<file path="config.mk">
export PLATFORM = sky130hd
export DESIGN_NAME = uart_rx_cfg
export DESIGN_NICKNAME = d
export VERILOG_FILES = /design/src/rtl/uart_pkg.sv /design/src/rtl/uart_baud_cnt.sv /design/src/rtl/uart_rx_cfg.sv
export SDC_FILE = /design/constraint.sdc
export NUM_CORES = 1
export LEC_CHECK = 0
export CORE_MARGIN = 2
export CORE_UTILIZATION = 40
export DETAILED_ROUTE_END_ITERATION = 10
export GPL_ROUTABILITY_DRIVEN = 1
export PLACE_DENSITY_LB_ADDON = 0.3
export SLEW_MARGIN = 20
export SYNTH_ARGS = -nofsm -noshare
export SYNTH_HDL_FRONTEND = slang
export SYNTH_SLANG_ARGS = --single-unit
</file>
<file path="constraint.sdc">
create_clock -name Clock -period 3.9 [get_ports Clock]
set_input_delay 0.39 -clock Clock [delete_from_list [all_inputs] [get_ports Clock]]
set_output_delay 0.39 -clock Clock [all_outputs]
set_load 0.005 [all_outputs]
</file>
<file path="src/rtl/uart_pkg.sv">
// uart_pkg: shared receiver FSM states, MODE field positions and default divisors
package uart_pkg;
    typedef enum logic [2:0] {S_IDLE, S_START, S_DATA, S_PARITY, S_STOP1, S_STOP2, S_LOAD} state_t;
    localparam int MODE_BAUD_HI  = 7;
    localparam int MODE_BAUD_LO  = 6;
    localparam int MODE_ONE_STOP = 5;
    localparam int MODE_ODD      = 1;
    localparam int MODE_PAR_EN   = 0;
    localparam int DEF_DIV0 = 10416;
    localparam int DEF_DIV1 = 5208;
    localparam int DEF_DIV2 = 2604;
    localparam int DEF_DIV3 = 868;
    function automatic int max4(input int a, input int b, input int c, input int d);
        int ab, cd;
        ab = a > b ? a : b;
        cd = c > d ? c : d;
        return ab > cd ? ab : cd;
    endfunction
endpackage

</file>
<file path="src/rtl/uart_baud_cnt.sv">
// uart_baud_cnt: bit-period counter, ticks every divisor (or divisor/2) clocks
module uart_baud_cnt #(
    parameter int CW = 8
) (
    input  logic          Clock,
    input  logic          Reset_n,
    input  logic [CW-1:0] divisor,
    input  logic          restart,
    input  logic          half,
    output logic          tick
);
    logic [CW-1:0] cnt;
    logic [CW-1:0] target;
    always_comb begin
        target = half ? divisor >> 1 : divisor;
        tick   = !restart && cnt == target - CW'(1);
    end
    always_ff @(posedge Clock) begin
        if (!Reset_n || restart || tick)
            cnt <= '0;
        else
            cnt <= cnt + CW'(1);
    end
endmodule

</file>
<file path="src/rtl/uart_rx_cfg.sv">
// uart_rx_cfg: configurable UART receiver with a one-word holding register,
// parity/framing/overrun flags and a VALID/READY output handshake.
module uart_rx_cfg
    import uart_pkg::*;
#(
    parameter int DATA_BITS = 8,
    parameter int MSB_FIRST = 1,
    parameter int DIV0 = DEF_DIV0,
    parameter int DIV1 = DEF_DIV1,
    parameter int DIV2 = DEF_DIV2,
    parameter int DIV3 = DEF_DIV3
) (
    input  logic                 Clock,
    input  logic                 Reset_n,
    input  logic [7:0]           MODE,
    input  logic                 DATA_IN,
    output logic [DATA_BITS-1:0] DATA_OUT,
    output logic                 VALID,
    input  logic                 READY,
    output logic                 PAR_ERR,
    output logic                 FRM_ERR,
    output logic                 OVR_ERR,
    output logic                 RTS
);
    localparam int CW = $clog2(max4(DIV0, DIV1, DIV2, DIV3)) + 1;
    localparam int BW = $clog2(DATA_BITS + 1);

    state_t               state;
    logic                 s1, s2, s3;
    logic [7:0]           mode_r;
    logic [BW-1:0]        nbit;
    logic [DATA_BITS-1:0] shreg;
    logic                 par, perr, ferr;
    logic [CW-1:0]        divisor;
    logic                 restart, half, tick, hs;

    always_comb begin
        divisor = mode_r[MODE_BAUD_HI:MODE_BAUD_LO] == 2'd0 ? CW'(DIV0) :
                  mode_r[MODE_BAUD_HI:MODE_BAUD_LO] == 2'd1 ? CW'(DIV1) :
                  mode_r[MODE_BAUD_HI:MODE_BAUD_LO] == 2'd2 ? CW'(DIV2) : CW'(DIV3);
        restart = state == S_IDLE;
        half    = state == S_START;
        hs      = VALID && READY;
    end

    assign RTS = ~VALID;

    uart_baud_cnt #(.CW(CW)) u_baud (
        .Clock   (Clock),
        .Reset_n (Reset_n),
        .divisor (divisor),
        .restart (restart),
        .half    (half),
        .tick    (tick)
    );

    always_ff @(posedge Clock) begin
        if (!Reset_n) begin
            state    <= S_IDLE;
            s1       <= 1'b1;
            s2       <= 1'b1;
            s3       <= 1'b1;
            mode_r   <= '0;
            nbit     <= '0;
            shreg    <= '0;
            par      <= 1'b0;
            perr     <= 1'b0;
            ferr     <= 1'b0;
            DATA_OUT <= '0;
            VALID    <= 1'b0;
            PAR_ERR  <= 1'b0;
            FRM_ERR  <= 1'b0;
            OVR_ERR  <= 1'b0;
        end else begin
            s1 <= DATA_IN;
            s2 <= s1;
            s3 <= s2;
            if (hs) begin
                VALID   <= 1'b0;
                OVR_ERR <= 1'b0;
            end
            case (state)
                S_IDLE: if (s3 && !s2) begin
                    state  <= S_START;
                    mode_r <= MODE;
                    nbit   <= '0;
                    par    <= 1'b0;
                    perr   <= 1'b0;
                    ferr   <= 1'b0;
                end
                S_START: if (tick) state <= s2 ? S_IDLE : S_DATA;
                S_DATA: if (tick) begin
                    shreg <= MSB_FIRST != 0 ? {shreg[DATA_BITS-2:0], s2} : {s2, shreg[DATA_BITS-1:1]};
                    par   <= par ^ s2;
                    nbit  <= nbit + BW'(1);
                    if (nbit == BW'(DATA_BITS - 1))
                        state <= mode_r[MODE_PAR_EN] ? S_PARITY : S_STOP1;
                end
                S_PARITY: if (tick) begin
                    perr  <= (par ^ s2) != mode_r[MODE_ODD];
                    state <= S_STOP1;
                end
                S_STOP1: if (tick) begin
                    ferr  <= !s2;
                    state <= mode_r[MODE_ONE_STOP] ? S_LOAD : S_STOP2;
                end
                S_STOP2: if (tick) begin
                    ferr  <= ferr | !s2;
                    state <= S_LOAD;
                end
                S_LOAD: begin
                    state <= S_IDLE;
                    // a full register that is not being emptied this edge keeps its word
                    if (!VALID || READY) begin
                        DATA_OUT <= shreg;
                        PAR_ERR  <= perr;
                        FRM_ERR  <= ferr;
                        VALID    <= 1'b1;
                    end else
                        OVR_ERR <= 1'b1;
                end
                default: state <= S_IDLE;
            endcase
        end
    end
endmodule

</file>
# Word-level counts from Yosys, hierarchy flattened
# Index checks and enable logic that the tools add are counted.
# classes
eq_ne,18
reduce_logical,22
addsub,3
muxes,32
bitwise_logic,3
# op_table
op,n
$mux W14,2
$mux W3,8
$pmux W3 S6,1
$add A15 B1 Y15 const B,1
$eq A15 B15 Y1,1
$sub A15 B1 Y15 const B,1
$mux W13,1
$mux W12,1
$mux W1,11
$eq A3 B3 Y1 const B,3
$mux W4,2
$ne A2 B1 Y1 const B,4
$pmux W4 S2,1
$reduce_and A7 Y1,1
$eq A3 B2 Y1 const B,2
$ne A2 B2 Y1 const B,3
$reduce_and A2 Y1,3
$reduce_and A3 Y1,2
$add A4 B1 Y4 const B,1
$eq A4 B3 Y1 const B,1
$logic_not A1 Y1,4
$mux W2,2
$pmux W1 S2,2
$reduce_and A4 Y1,1
14 further kinds,19
# totals
output_inout_bits,13
input_bits,12
regBits,56

# Depth between registers and ports, before layout
# depth
depth_word,10
depth_mapped,11
mapped_depth_nobuf,9

# Cells and area by module
# A second synthesis with hierarchy kept.
# unflattened
hier_cells,378
hier_area_um2,3291.9
# modules_own_cells
module,instances,area_per_inst_um2,cells_each
uart_rx_cfg,1,1804.2,196
uart_baud_cnt,1,1487.7,182

# Worst setup path before layout
# Ideal clock, no wire load.
# synth_timing
kind,register to register
start,reg mode_r[6]
end,reg shreg[1]
setup_time_ns,0.072
path_stages_with_launch,11
required_ns,3.828
t_arrival_ns,2.350
setup_slack_ns,1.478
period_less_slack_ns,2.422
n_path_buf,2
path_cell_list,dfxtp_1 inv_1 ha_1 clkbuf_1 or2_2 nor4_1 a21oi_1 nor4_4 and3_1 buf_6 mux2i_1
# synth_via
elab_chain_cells,9
word_cells_on_any_way,11
# synth_lines
item,line,text
"start, declared",uart_rx_cfg.sv:30,logic [7:0] mode_r;
"start signal, assigned",uart_rx_cfg.sv:63,mode_r <= '0;
"start signal, assigned",uart_rx_cfg.sv:85,mode_r <= MODE;
$eq A2 B2 Y1,uart_rx_cfg.sv:40,mode_r[MODE_BAUD_HI:MODE_BAUD_LO] == 2'd2 ? CW'(DIV2) : CW'(DIV3);
$mux W12,uart_rx_cfg.sv:40,
$mux W13,uart_rx_cfg.sv:39,mode_r[MODE_BAUD_HI:MODE_BAUD_LO] == 2'd1 ? CW'(DIV1) :
$mux W14 *,uart_rx_cfg.sv:38,divisor = mode_r[MODE_BAUD_HI:MODE_BAUD_LO] == 2'd0 ? CW'(DIV0) :
$mux W14 *,uart_baud_cnt.sv:15,target = half ? divisor >> 1 : divisor;
$sub A15 B1 Y15 *,uart_baud_cnt.sv:16,tick = !restart && cnt == target - CW'(1);
$eq A15 B15 Y1 *,uart_baud_cnt.sv:16,
$logic_and A1 B1 Y1 *,uart_baud_cnt.sv:16,
$reduce_and A2 Y1 (no source line) *,-,
"end signal, assigned",uart_rx_cfg.sv:93,"shreg <= MSB_FIRST != 0 ? {shreg[DATA_BITS-2:0], s2} : {s2, shreg[DATA_BITS-1:1]};"
"end, declared",uart_rx_cfg.sv:32,logic [DATA_BITS-1:0] shreg;
# Mark *: on every way between the ends. The rest lies on a longest branch, timed or not.
# A chain may end at the register's enable or synchronous reset.

# Worst setup path after layout
# layout_timing
start,reg mode_r[7]
end,reg shreg[2]
# The elaborated chain is that of the path after synthesis.

==> results.md <==
- Status: finished, final reports clean
- Initial DRC Count: 86
- Detailed Route WL: 5210 µm
- Worst Hold Class: reg -> reg
- Min Clock Period, post-route: 3.20 ns
- Sequential area share after synthesis: 39.2%
- CTS Sinks: 53
- Critical path class: reg -> reg
- Wire length per cell: 12.9 µm
- Power per cell area: 327 nW/µm²
- Post-synth EDFFs: 0
- Routed Antenna Nets: 0
- Final slew viol count: 0
- Fillers: 639
- #FFs+latches synth: 53
- Multi-input logic area: 1530 µm²
- Worst r2r src: mode_r[7]$_SDFFE_PN0P_
- Initial antenna violation count: 0
- Crit Path Max Fanout: 13
- Max Cap Viol: 0
- Final instance area: 3080 µm²
- Area leader, netlist: dfxtp_1
- Slew @ Worst Pin: 1.01 ns
- Startpoint types: flip-flop
- Final hold violation count: 0
- Top cell type's share of synthesized area: 39.2%
- Top area cells in the synthesized netlist: dfxtp_1 (39%), mux2i_1 (12%), nor2_1 (6.5%), nand2_1 (4.6%), xnor2_1 (3.9%)
- Hpwl dp: 3690 µm
- Post-route DRC violation count: 0
- FF-to-FF End: shreg[2]$_SDFFE_PN0P_
- Worst path depth: 10
- Syn_nets: 332
- Placed Area: 2960 µm²
- Crit path required time: 4.14 ns
- Core Footprint: 6460 µm²
- Clock Path Buffers: 2
- Rel. slew slack: 32.2%
- # rows: 29
- Synthesized area: 2710 µm²
- Slowest CP cell: and3_1
- PortBufs: 21
- DIE HEIGHT: 86.3 µm
- Setup slack, reg-to-reg: 0.70 ns
- Die area: 7450 µm²
- Via density: 5.23
- Netlist cell types: 48
- Clk Latency, worst-skew pair: 0.31 ns
- WP data arrival: 3.44 ns
- Post-CTS Setup Bufs: 0
- Synth warn: 0
- Grt ovf: 0
- Antenna diodes: 0
- Top_reg_cell synth: dfxtp_1
- Largest net degree at the start of global routing: 21
- Nets: 346
- Clock Tree Root: clkbuf_8
- Fmax: 312 MHz
- Worst reg-to-reg path cell count: 10
- Buf/Inv on CP: 2
- Vias in the first global route: 1,990
- Total iterations of the first detailed-routing run: 4
- Cell count after synthesis: 313
- RD Place Congestion: 0.798
- Worst path top cell family by delay: simple AND/OR/NAND/NOR gates
- Crit path from: mode_r[7]$_SDFFE_PN0P_
- Mean area per synthesized cell: 8.66 µm²
- Post-CTS resize count: 0
- TritonCTS clock tree: done
- Vias: 2,117
- Worst Setup EP: shreg[2]$_SDFFE_PN0P_
- Post-route setup TNS: 0 ns
- Initial Util: 42.0%
- Die W: 86.3 µm
- IO Count: 25
- First-pass GRT wire length: 8940 µm
- Hold Buf Count CTS: 0
- Asr flop ratio synth: 0%
- Syn-to-layout area delta: 13.6%
- RSZ-0062 raised after global routing: no
- Setup violators final: 0
- Worst setup EP type: flip-flop
- P_leak: 1.10 nW
- Clock slew at reported path FFs: 0.10 ns
- Share of cells above drive strength 1: 6.40%
- H-tree depth: 2
- Crit path cell chain: inv_1 -> ha_1 -> nor2_1 -> or4b_1 -> a21oi_1 -> a221oi_2 -> nor4_4 -> buf_4 -> and3_1 -> mux2i_1
- Reg area: 1060 µm²
- Layout Skew: 0.00900 ns
- Total GRT Usage: 14.8%
- Worst IR drop on VDD: 0.000202 V
- Num CTS Buffers: 5
- Largest stage delay on the critical path: 0.55 ns
- Period utilisation layout: 82.1%
[Yosys cell counts (all sizes together) (2+ instances only)]
cell type	number
dfxtp	53
nor2	47
nand2	34
mux2i	32
nand3	13
xnor2	12
nand2b	10
a21oi	9
buf	9
clkbuf	9
inv	9
o21ai	9
xor2	8
ha	7
nand4	6
a32oi	4
and3	4
nor3	4
a211oi	3
nor2b	3
a31o	2
a31oi	2
nor3b	2
nor4	2
o2111ai	2
o211ai	2
or3	2
[metal layers]
layer,GRT usage (%),up-vias,share of wire (%)
met5,0,-,0
met4,3.84,0,0.52
met3,3.14,2,3.1
met2,25.9,25,49
met1,18.6,985,48
li1,-,1105,-
[worst reg2reg max path: cells and delay by family, from the launching register on]
family	cells	cell delay [ns]
buffers and inverters	2	0.31
AO/OA/AOI/OAI	2	0.25
adder cells (fa/ha/maj)	1	0.44
flip-flops	1	0.36
multiplexers	1	0.27
AND/OR/NAND/NOR	4	1.52
[placed cells by master, fill, tap and decap left out, types with 3 or more instances in the layout]
master,instances
a21oi_1,9
a32oi_1,4
and3_1,4
buf_4,4
clkbuf_8,5
clkdlybuf4s50_1,21
dfxtp_1,53
ha_1,7
inv_1,9
mux2i_1,32
nand2_1,33
nand2b_1,10
nand3_1,13
nand4_1,6
nor2_1,47
nor2b_1,3
nor3_1,3
o21ai_0,6
o21ai_1,3
xnor2_1,12
xor2_1,8
[worst min path at each step]
stage	start	to	slack, ns	cells after the start
2_1_floorplan	s1$_SDFF_PN1_	s2$_SDFF_PN1_	0.39	1
6_report	s1$_SDFF_PN1_	s2$_SDFF_PN1_	0.42	1
5_1_grt	s1$_SDFF_PN1_	s2$_SDFF_PN1_	0.44	1
4_1_cts	s1$_SDFF_PN1_	s2$_SDFF_PN1_	0.42	1
3_5_place_dp	s1$_SDFF_PN1_	s2$_SDFF_PN1_	0.40	1
3_3_place_gp	s1$_SDFF_PN1_	s2$_SDFF_PN1_	0.39	1
[logic make-up (layout without fill, tap and decap cells)]
| group | count (synthesis) | count (layout) | share of synthesized area (%) |
|---|---|---|---|
| adder cells (fa/ha/maj) | 7 | 7 | 3.23 |
| flip-flops | 53 | 53 | 39.2 |
| multiplexers | 32 | 32 | 11.8 |
| AO/OA/AOI/OAI | 39 | 39 | 10.3 |
| AND/OR/NAND/NOR | 135 | 135 | 24.5 |
| XOR/XNOR | 20 | 20 | 6.46 |
| buffers and inverters | 27 | 42 | 4.57 |
[sequential cells by signal, summed over array words and instances (netlist names), 3 cells and up]
signal and count:
u_baud.cnt 15, DATA_OUT 8, shreg 8, mode_r 5
nbit 4, state 3
[power breakdown]
group	leakage [nW]	internal (W)	switching [W]
combinational	0.615	0.0000305	0.0000426
clock	0.0591	0.000196	0.000190
sequential	0.428	0.000545	0.00000354
[final cells by class]
type	count	area share (%)
clock buffer	5	2.24
sequential	53	34.5
tap	77	3.13
inverter	9	1.10
clock inverter	3	1.54
multi-input combinational	233	49.7
timing repair buffer	25	7.80
[through the flow]
| step | hold WS, ns | worst slack, ns | std cells | power, W | util [%] |
|---|---|---|---|---|---|
| 6_report | 0.417 | 0.696 | 405 | 0.00101 | 47.7 |
| 5_1_grt | 0.444 | 0.422 | 405 | 0.00105 | 47.7 |
| 4_1_cts | 0.421 | 0.675 | 405 | 0.00102 | 47.7 |
| 3_5_place_dp | 0.397 | 0.700 | 397 | 0.000634 | 45.9 |
| 3_3_place_gp | 0.391 | 0.801 | 397 | 0.000633 | 45.9 |
| 2_1_floorplan | 0.386 | 1.48 | 313 | 0.000615 | - |
Note: power is estimated with default switching activity, not from simulation.
